--- config.mk ---
export PLATFORM = sky130hd
export DESIGN_NAME = rep_seq_unit
export DESIGN_NICKNAME = d
export VERILOG_FILES = /design/src/rtl/rep_seq_pkg.sv /design/src/rtl/rep_addr_chan.sv /design/src/rtl/rep_seq_unit.sv
export SDC_FILE = /design/constraint.sdc
export NUM_CORES = 1
export LEC_CHECK = 0
export BUFFER_PORTS_ARGS = -buffer_cell sky130_fd_sc_hd__buf_2
export CAP_MARGIN = 0
export CORE_MARGIN = 4
export CORE_UTILIZATION = 60
export DETAILED_ROUTE_END_ITERATION = 10
export PLACE_DENSITY = 0.91
export SETUP_SLACK_MARGIN = 0.4
export SYNTH_ARGS = -nofsm -noshare
export SYNTH_HDL_FRONTEND = slang
export SYNTH_SLANG_ARGS = --single-unit
export TNS_END_PERCENT = 10
--- constraint.sdc ---
create_clock -name clk -period 10.65 [get_ports clk]
set_input_delay 2.13 -clock clk [delete_from_list [all_inputs] [get_ports clk]]
set_output_delay 2.13 -clock clk [all_outputs]
set_load 0.03 [all_outputs]
--- src/rtl/rep_seq_pkg.sv ---
// Shared types for the REP string-op sequencer.
// State, rep-mode and operand-size encodings plus the size-to-step helper.
package rep_seq_pkg;

  typedef enum logic [1:0] {
    S_IDLE,
    S_RUN,
    S_WAITZ,
    S_DONE
  } state_e;

  typedef enum logic [1:0] {
    REP_PLAIN = 2'b00,
    REP_E     = 2'b01,
    REP_NE    = 2'b10,
    REP_RSVD  = 2'b11
  } rep_mode_e;

  typedef enum logic [1:0] {
    OP_B = 2'b00,
    OP_W = 2'b01,
    OP_D = 2'b10,
    OP_Q = 2'b11
  } opsize_e;

  function automatic logic [3:0] step_of(input opsize_e os);
    return 4'(1) << os;
  endfunction

endpackage

--- src/rtl/rep_addr_chan.sv ---
// One string-op address channel: load, hold, or step up/down by delta.
// addr_nxt_o exposes the value the register takes at the next edge.
module rep_addr_chan #(
  parameter int unsigned W = 32
) (
  input  logic         clk_i,
  input  logic         clr_ni,
  input  logic         load_i,
  input  logic         step_i,
  input  logic         dec_i,
  input  logic [W-1:0] load_val_i,
  input  logic [W-1:0] delta_i,
  output logic [W-1:0] addr_o,
  output logic [W-1:0] addr_nxt_o
);

  logic [W-1:0] addr_q;
  logic [W-1:0] sum;

  assign sum = dec_i ? addr_q - delta_i
                     : addr_q + delta_i;

  assign addr_nxt_o = step_i ? sum : addr_q;
  assign addr_o     = addr_q;

  always_ff @(posedge clk_i) begin
    if (!clr_ni) begin
      addr_q <= '0;
    end else if (load_i) begin
      addr_q <= load_val_i;
    end else begin
      addr_q <= addr_nxt_o;
    end
  end

endmodule

--- src/rtl/rep_seq_unit.sv ---
// REP/REPE/REPNE sequencer for the M stage: one iteration per cycle,
// per-channel address stepping, ZF-driven early exit, upstream stall.
module rep_seq_unit
  import rep_seq_pkg::*;
#(
  parameter int unsigned ADDR_WIDTH = 32,
  parameter int unsigned CNT_WIDTH  = 32,
  parameter int unsigned NUM_CH     = 2
) (
  input  logic                         clk,
  input  logic                         clr,
  input  logic                         valid_in,
  input  logic                         is_rep_in,
  input  logic [1:0]                   rep_mode,
  input  logic                         df_in,
  input  logic [1:0]                   opsize_in,
  input  logic [NUM_CH-1:0]            ch_en,
  input  logic [CNT_WIDTH-1:0]         cnt_in,
  input  logic [NUM_CH*ADDR_WIDTH-1:0] addr_in,
  input  logic                         downstream_stall,
  input  logic                         zf_in,
  input  logic                         zf_valid,
  output logic                         iter_valid,
  output logic [NUM_CH*ADDR_WIDTH-1:0] addr_out,
  output logic [CNT_WIDTH-1:0]         cnt_out,
  output logic                         stall_up,
  output logic                         done,
  output logic [CNT_WIDTH-1:0]         cnt_final,
  output logic [NUM_CH*ADDR_WIDTH-1:0] addr_final
);

  state_e                       state_q;
  rep_mode_e                    mode_q;
  logic                         rep_q;
  logic                         df_q;
  logic [NUM_CH-1:0]            en_q;
  logic [ADDR_WIDTH-1:0]        step_q;
  logic [CNT_WIDTH-1:0]         cnt_q;
  logic [CNT_WIDTH-1:0]         fin_cnt_q;
  logic [NUM_CH*ADDR_WIDTH-1:0] fin_addr_q;
  logic [NUM_CH*ADDR_WIDTH-1:0] addr_q;
  logic [NUM_CH*ADDR_WIDTH-1:0] addr_nxt;

  logic                 accept;
  logic                 adv;
  logic                 chk_zf;
  logic                 zf_term;
  logic [CNT_WIDTH-1:0] cnt_eff;
  logic [CNT_WIDTH-1:0] cnt_m1;

  assign accept  = (state_q == S_IDLE) && valid_in;
  assign adv     = (state_q == S_RUN) && !downstream_stall;
  assign cnt_eff = is_rep_in ? cnt_in : CNT_WIDTH'(1);
  assign cnt_m1  = cnt_q - CNT_WIDTH'(1);
  assign chk_zf  = rep_q && ((mode_q == REP_E) || (mode_q == REP_NE));
  assign zf_term = ((mode_q == REP_E) && !zf_in) ||
                   ((mode_q == REP_NE) && zf_in);

  for (genvar c = 0; c < NUM_CH; c++) begin : g_ch
    rep_addr_chan #(
      .W(ADDR_WIDTH)
    ) u_chan (
      .clk_i     (clk),
      .clr_ni    (clr),
      .load_i    (accept),
      .step_i    (adv & en_q[c]),
      .dec_i     (df_q),
      .load_val_i(addr_in[c*ADDR_WIDTH +: ADDR_WIDTH]),
      .delta_i   (step_q),
      .addr_o    (addr_q[c*ADDR_WIDTH +: ADDR_WIDTH]),
      .addr_nxt_o(addr_nxt[c*ADDR_WIDTH +: ADDR_WIDTH])
    );
  end

  // Final registers are captured on the edge that enters DONE,
  // so they are already valid while done is high.
  always_ff @(posedge clk) begin
    if (!clr) begin
      state_q    <= S_IDLE;
      mode_q     <= REP_PLAIN;
      rep_q      <= 1'b0;
      df_q       <= 1'b0;
      en_q       <= '0;
      step_q     <= '0;
      cnt_q      <= '0;
      fin_cnt_q  <= '0;
      fin_addr_q <= '0;
    end else begin
      unique case (state_q)
        S_IDLE: begin
          if (valid_in) begin
            mode_q <= rep_mode_e'(rep_mode);
            rep_q  <= is_rep_in;
            df_q   <= df_in;
            en_q   <= ch_en;
            step_q <= ADDR_WIDTH'(step_of(opsize_e'(opsize_in)));
            cnt_q  <= cnt_eff;
            if (cnt_eff == '0) begin
              state_q    <= S_DONE;
              fin_cnt_q  <= '0;
              fin_addr_q <= addr_in;
            end else begin
              state_q <= S_RUN;
            end
          end
        end
        S_RUN: begin
          if (!downstream_stall) begin
            cnt_q <= cnt_m1;
            if (cnt_m1 == '0) begin
              state_q    <= S_DONE;
              fin_cnt_q  <= '0;
              fin_addr_q <= addr_nxt;
            end else if (chk_zf) begin
              state_q <= S_WAITZ;
            end
          end
        end
        S_WAITZ: begin
          if (zf_valid) begin
            if (zf_term) begin
              state_q    <= S_DONE;
              fin_cnt_q  <= cnt_q;
              fin_addr_q <= addr_q;
            end else begin
              state_q <= S_RUN;
            end
          end
        end
        S_DONE: begin
          state_q <= S_IDLE;
        end
        default: begin
          state_q <= S_IDLE;
        end
      endcase
    end
  end

  assign iter_valid = (state_q == S_RUN);
  assign stall_up   = (state_q != S_IDLE);
  assign done       = (state_q == S_DONE);
  assign addr_out   = addr_q;
  assign cnt_out    = cnt_q;
  assign cnt_final  = fin_cnt_q;
  assign addr_final = fin_addr_q;

endmodule

Word-level counts from Yosys, hierarchy flattened
Cells that the tools add are included.

Add/subtract/negate cells: 5. Equal/unequal tests: 12. Shift operators: 1. Muxes and demuxes: 32. Bitwise gates (word level): 2. Reductions and logical operators: 19.

Operator list (number): two-way mux 32 bit (15); two-way mux 64 bit (6); one-hot mux 64 bit (3 select lines) (1); one-hot mux 32 bit (3 select lines) (1); adder 32 x 4 -> 32 bit (2); zero test 32 bit (2); one-hot mux 32 bit (2 select lines) (1); subtractor 32 x 4 -> 32 bit (2); subtractor 32 x 1 -> 32 bit (second input constant) (1); two-way mux 2 bit (7); inequality test 2 bit (second input constant) (4); one-hot mux 2 bit (4 select lines) (1); AND reduction 7 bit (1); equality test 2 bit (second input constant) (3); logical AND 1 bit (5); equality test 2 x 1 -> 1 bit (second input constant) (2); inequality test 2 x 1 -> 1 bit (second input constant) (2); AND reduction 4 bit (1); nonzero test 2 bit (2); << shifter 1 x 2 -> 4 bit (first input constant) (1); inequality test 3 x 1 -> 1 bit (second input constant) (1); AND reduction 3 bit (1); nonzero test 3 bit (1); AND 1 bit (2); 4 further kinds (6).

Register bits: 204. Input bits: 110. Output and inout bits: 195.

Logic depth before layout (Yosys ltp)
Depth in word-level cells: 7. Depth in mapped cells: 15.

Hierarchy
Synthesis repeated with hierarchy kept, for this count alone.

Cells, all modules: 2442. Area, all modules: 17976.0 um2.

By module, submodules not included: rep_seq_unit (instances 1, cells an instance 1396, area an instance 10105.9 um2, seq. area each 2802.7 um2); rep_addr_chan (instances 2, cells an instance 523, area an instance 3935.0 um2, seq. area each 640.6 um2).

Worst setup path after synthesis
Ideal clock, no wire load.

Kind: input to register. Start point: input port is_rep_in. End point: register fin_addr_q[24] (netlist: addr_final[24]). Library setup time: 124 ps. Data arrival time: 4064 ps. Data required time: 10526 ps. Path slack: 6463 ps. Stages: 11. Cells stage by stage: clkbuf_1 nor2b_1 nand3_1 a211oi_1 o2111ai_1 nor3_1 a21o_1 buf_6 mux2_1 a21oi_1 a21oi_1.

Word-level cells in the longest chain between the ends: 4.

Ends and longest elaborated chain: from (decl) (line rep_seq_unit.sv:13) `input logic is_rep_in,`; two-way mux 32 bit (line rep_seq_unit.sv:53) `assign cnt_eff = is_rep_in ? cnt_in : CNT_WIDTH'(1);`; zero test 32 bit (line rep_seq_unit.sv:98) `if (cnt_eff == '0) begin`; inequality test 2 x 1 -> 1 bit (no source line); AND reduction 7 bit (no source line); to (signal assigned) (line rep_seq_unit.sv:101) `fin_addr_q <= addr_in;`; to (signal assigned) (line rep_seq_unit.sv:113) `fin_addr_q <= addr_nxt;`; to (signal assigned) (line rep_seq_unit.sv:124) `fin_addr_q <= addr_q;`; to (decl) (line rep_seq_unit.sv:40) `logic [NUM_CH*ADDR_WIDTH-1:0] fin_addr_q;`.

No other way between the ends. A chain may end at the register's enable or synchronous reset.

Worst setup path in the final report
Start point: input port cnt_in[8]. End point: register fin_addr_q[49] (netlist: addr_final[49]).

Word-level cells in the longest chain between the ends: 4.

Ends and longest elaborated chain: from (decl) (line rep_seq_unit.sv:18) `input logic [CNT_WIDTH-1:0] cnt_in,`; two-way mux 32 bit (line rep_seq_unit.sv:53); zero test 32 bit (line rep_seq_unit.sv:98); inequality test 2 x 1 -> 1 bit (no source line); AND reduction 7 bit (no source line).

No other way between the ends.

==> metrics <==
result of the run=finished clean; number of placed instances with taps included=2426; synthesized-area fraction occupied by xor and xnor cells=0.0372; Worst EP arrival=5.81 ns; actual slew at the worst max-slew pin=0.985 ns; number of gates resized after CTS=0; Layout area overhead=15.5%; average detailed-routed wire length per instance=21.1 um; leakage power summed over all cells=6.88 nW; post-detailed-routing wire length=52200 um; overall routing resource usage=0.376; number of buffers and inverters on the critical path=2; post-synthesis sequential area ratio=0.289; critical path capture point type=flop; Power Dens Cells=304 nW/um2; Max stage delay on crit path=0.65 ns; Synth Area in Simple Gates=0.222; clock tree from TritonCTS=done; most used cells in the layout excluding fill and tap cells=buf_2, nand2_1, a21oi_1; post-synthesis mux area share=0.0124; dominant register cell in the synthesized netlist=dfxtp_1; buffer cell driving the clock tree root=clkbuf_16; critical path's slowest cell=buf_4; HPWL Detailed=36700 um; routed via count=16500; number of unique standard cell types used by synthesis=85; Slew headroom=0.343; unrepaired setup endpoints after global routing=no; Layout Cells excl Fill=2473; DRC=0; commonest non-fill, non-tap cell in the layout=buf_2; horizontal die dimension=161 um; required time worst endpoint=11.12 ns; count of warnings emitted by yosys=0; area of the placeable core=22900 um2; number of filler instances in the final layout=1913; number of nets in the synthesized netlist=2125; initial antenna violation count=10; placer congestion estimate=1.03; count of max-cap constraint violations=0; Min Clock Period, post-route=5.34 ns; number of endpoints failing setup at the final stage=0; cell area after technology mapping=14100 um2; dominant combinational cell family by area after synthesis=compound AO/OA/AOI/OAI gates; overall die height=161 um; logic depth of the worst path, buffers included=11; DIE AREA=26100 um2; max-slew violations=0; upper clock frequency limit=187 MHz; TritonCTS Buffers=23; H-tree lvl count=1; share of layout cells above drive strength 1=0.183; largest net degree at the start of global routing=89; ANT nets after route=0; Largest delay share family, worst path=compound AO/OA/AOI/OAI gates; Post-Syn Instances=1943; input/output buffers=304; synthesized flop and latch total=204; Initial Utilization=0.617; 1st-pass router iterations=7; leftover overflow at the end of global routing=0; compound-gate portion of the synthesized area=0.316; Reg clk slew, reported paths=0.06 ns; post-route clock period utilization=0.501; Top-Level Pins=305; hold-fix buffers at CTS=0; post-synthesis adder-cell area fraction=0.0662; element type at the critical path start=input pin; startpoint-to-endpoint class of the critical path=input pin to flop; worst vdd rail ir drop=0.201 mV; Avg Synthesized Cell Area=7.28 um2; top fanout value on the critical path=50; final number of hold-violating endpoints=0; maximum root-to-sink buffer count=3; Post-CTS Setup Inserts=0; latest clock arrival within the worst-skew pair=0.52 ns; total negative slack=0 ns; cell-by-cell trace of the critical path=buf_2 > nor4_1 > nand4_1 > a211oi_1 > o2111ai_1 > nor3_1 > a21o_2 > buf_4 > nand2_1 > a311oi_1 > a31o_1; count of nets after finishing=2320; number of stages on the worst hold path=2; post-DR vias/cell=6.68; share of flip-flops with an asynchronous set or reset after synthesis=0; via count of the first global-routing pass=15500; Worst Reg2Reg Path Length in Cells=14; number of DRC violations after detailed-routing iteration 0=1942; first-pass GRT wire length=81700 um; total number of clock tree sinks=204; count of standard-cell rows=55; path category of the worst min-delay check=flop to flop; number of enable-type register cells in the synthesized netlist=0; Worst Clk Skew=0.0203 ns
cell families (layout without fill, tap and decap cells):
logic type	count (synthesis)	count (layout)
multiplexers	17	17
buffers and inverters	202	413
adder cells (fa/ha/maj)	74	74
other	0	6
XOR/XNOR	60	60
flip-flops	204	204
AO/OA/AOI/OAI	704	704
AND/OR/NAND/NOR	682	682
cell type report:
class,instances,area [um2],share of cell area
inverter,45,171,0.0105
sequential,204,4080,0.250
clock inverter,11,58.8,0.00360
tap,313,392,0.0240
antenna,6,15.0,0.000919
multi-input combinational,1537,9280,0.568
timing repair buffer,327,1690,0.104
clock buffer,30,632,0.0387
flip-flops by register name, summed over array words and instances, names as in the netlist:
register,flops
addr_final,64
g_ch.u_chan.addr_o,64
cnt_final,32
cnt_out,32
step_q,4
en_q,2
mode_q,2
state_q,2
df_q,1
rep_q,1
per-layer routing:
metal	share of wire	GRT usage
met1	0.38	0.486
met2	0.45	0.589
met3	0.12	0.0888
met4	0.051	0.191
met5	0.0011	0
cells in the mapped netlist, drive strengths merged, types with 19 or more instances:
cell	count	area (um2)
o21ai	155	780
inv	44	165
a21oi	245	1230
a21o	32	240
nand2	248	933
clkbuf	124	465
xnor2	40	350
ha	70	876
or3	20	125
xor2	20	175
a211oi	30	225
nand3	70	350
dfxtp	204	4080
nor2	168	631
buf	33	178
nor3	62	310
a31oi	30	188
a221oi	19	179
o211ai	27	203
worst register-to-register path, cell delays in order, from the launching register on:
cell       delay [ns]
dfxtp_1          0.47
nor3_1           0.14
ha_1             0.23
nor2_1           0.43
inv_1            0.55
ha_1             0.55
nand2_1          0.10
or2_2            0.31
a211oi_1         0.52
o31ai_1          0.23
o31ai_1          0.55
a31oi_1          0.24
o21bai_1         0.20
mux2i_1          0.30
a2111oi_2        0.11
through the flow:
step            util  instance area, um2  hold slack [ns]  power (mW)  setup WS [ns]
2_1_floorplan      -               14100            0.437        3.33           6.46
3_3_place_gp   0.682               15600            0.436        4.07           5.09
3_5_place_dp   0.682               15600            0.440        4.12           4.95
4_1_cts        0.712               16300            0.449        4.88           5.44
5_1_grt        0.713               16300            0.474        5.26           5.07
6_report       0.713               16300            0.447        4.97           5.31
path summary, 6_finish.rpt:
kind | from | endpoint | slack (ns)
setup / recovery | cnt_in[8] | addr_final[49]$_SDFFE_PN0P_ | 5.31
hold / removal | cnt_final[22]$_SDFFE_PN0P_ | cnt_final[22]$_SDFFE_PN0P_ | 0.45
setup reg to reg | step_q[0]$_SDFFE_PN0P_ | addr_final[61]$_SDFFE_PN0P_ | 5.58
hold reg to reg | cnt_final[22]$_SDFFE_PN0P_ | cnt_final[22]$_SDFFE_PN0P_ | 0.45
where the power goes:
part           switching, mW  total [mW]  internal [mW]
Combinational           2.04        3.06           1.02
Sequential             0.236        1.16          0.920
Clock                  0.329       0.747          0.417
(Power assumes the default switching activity.)
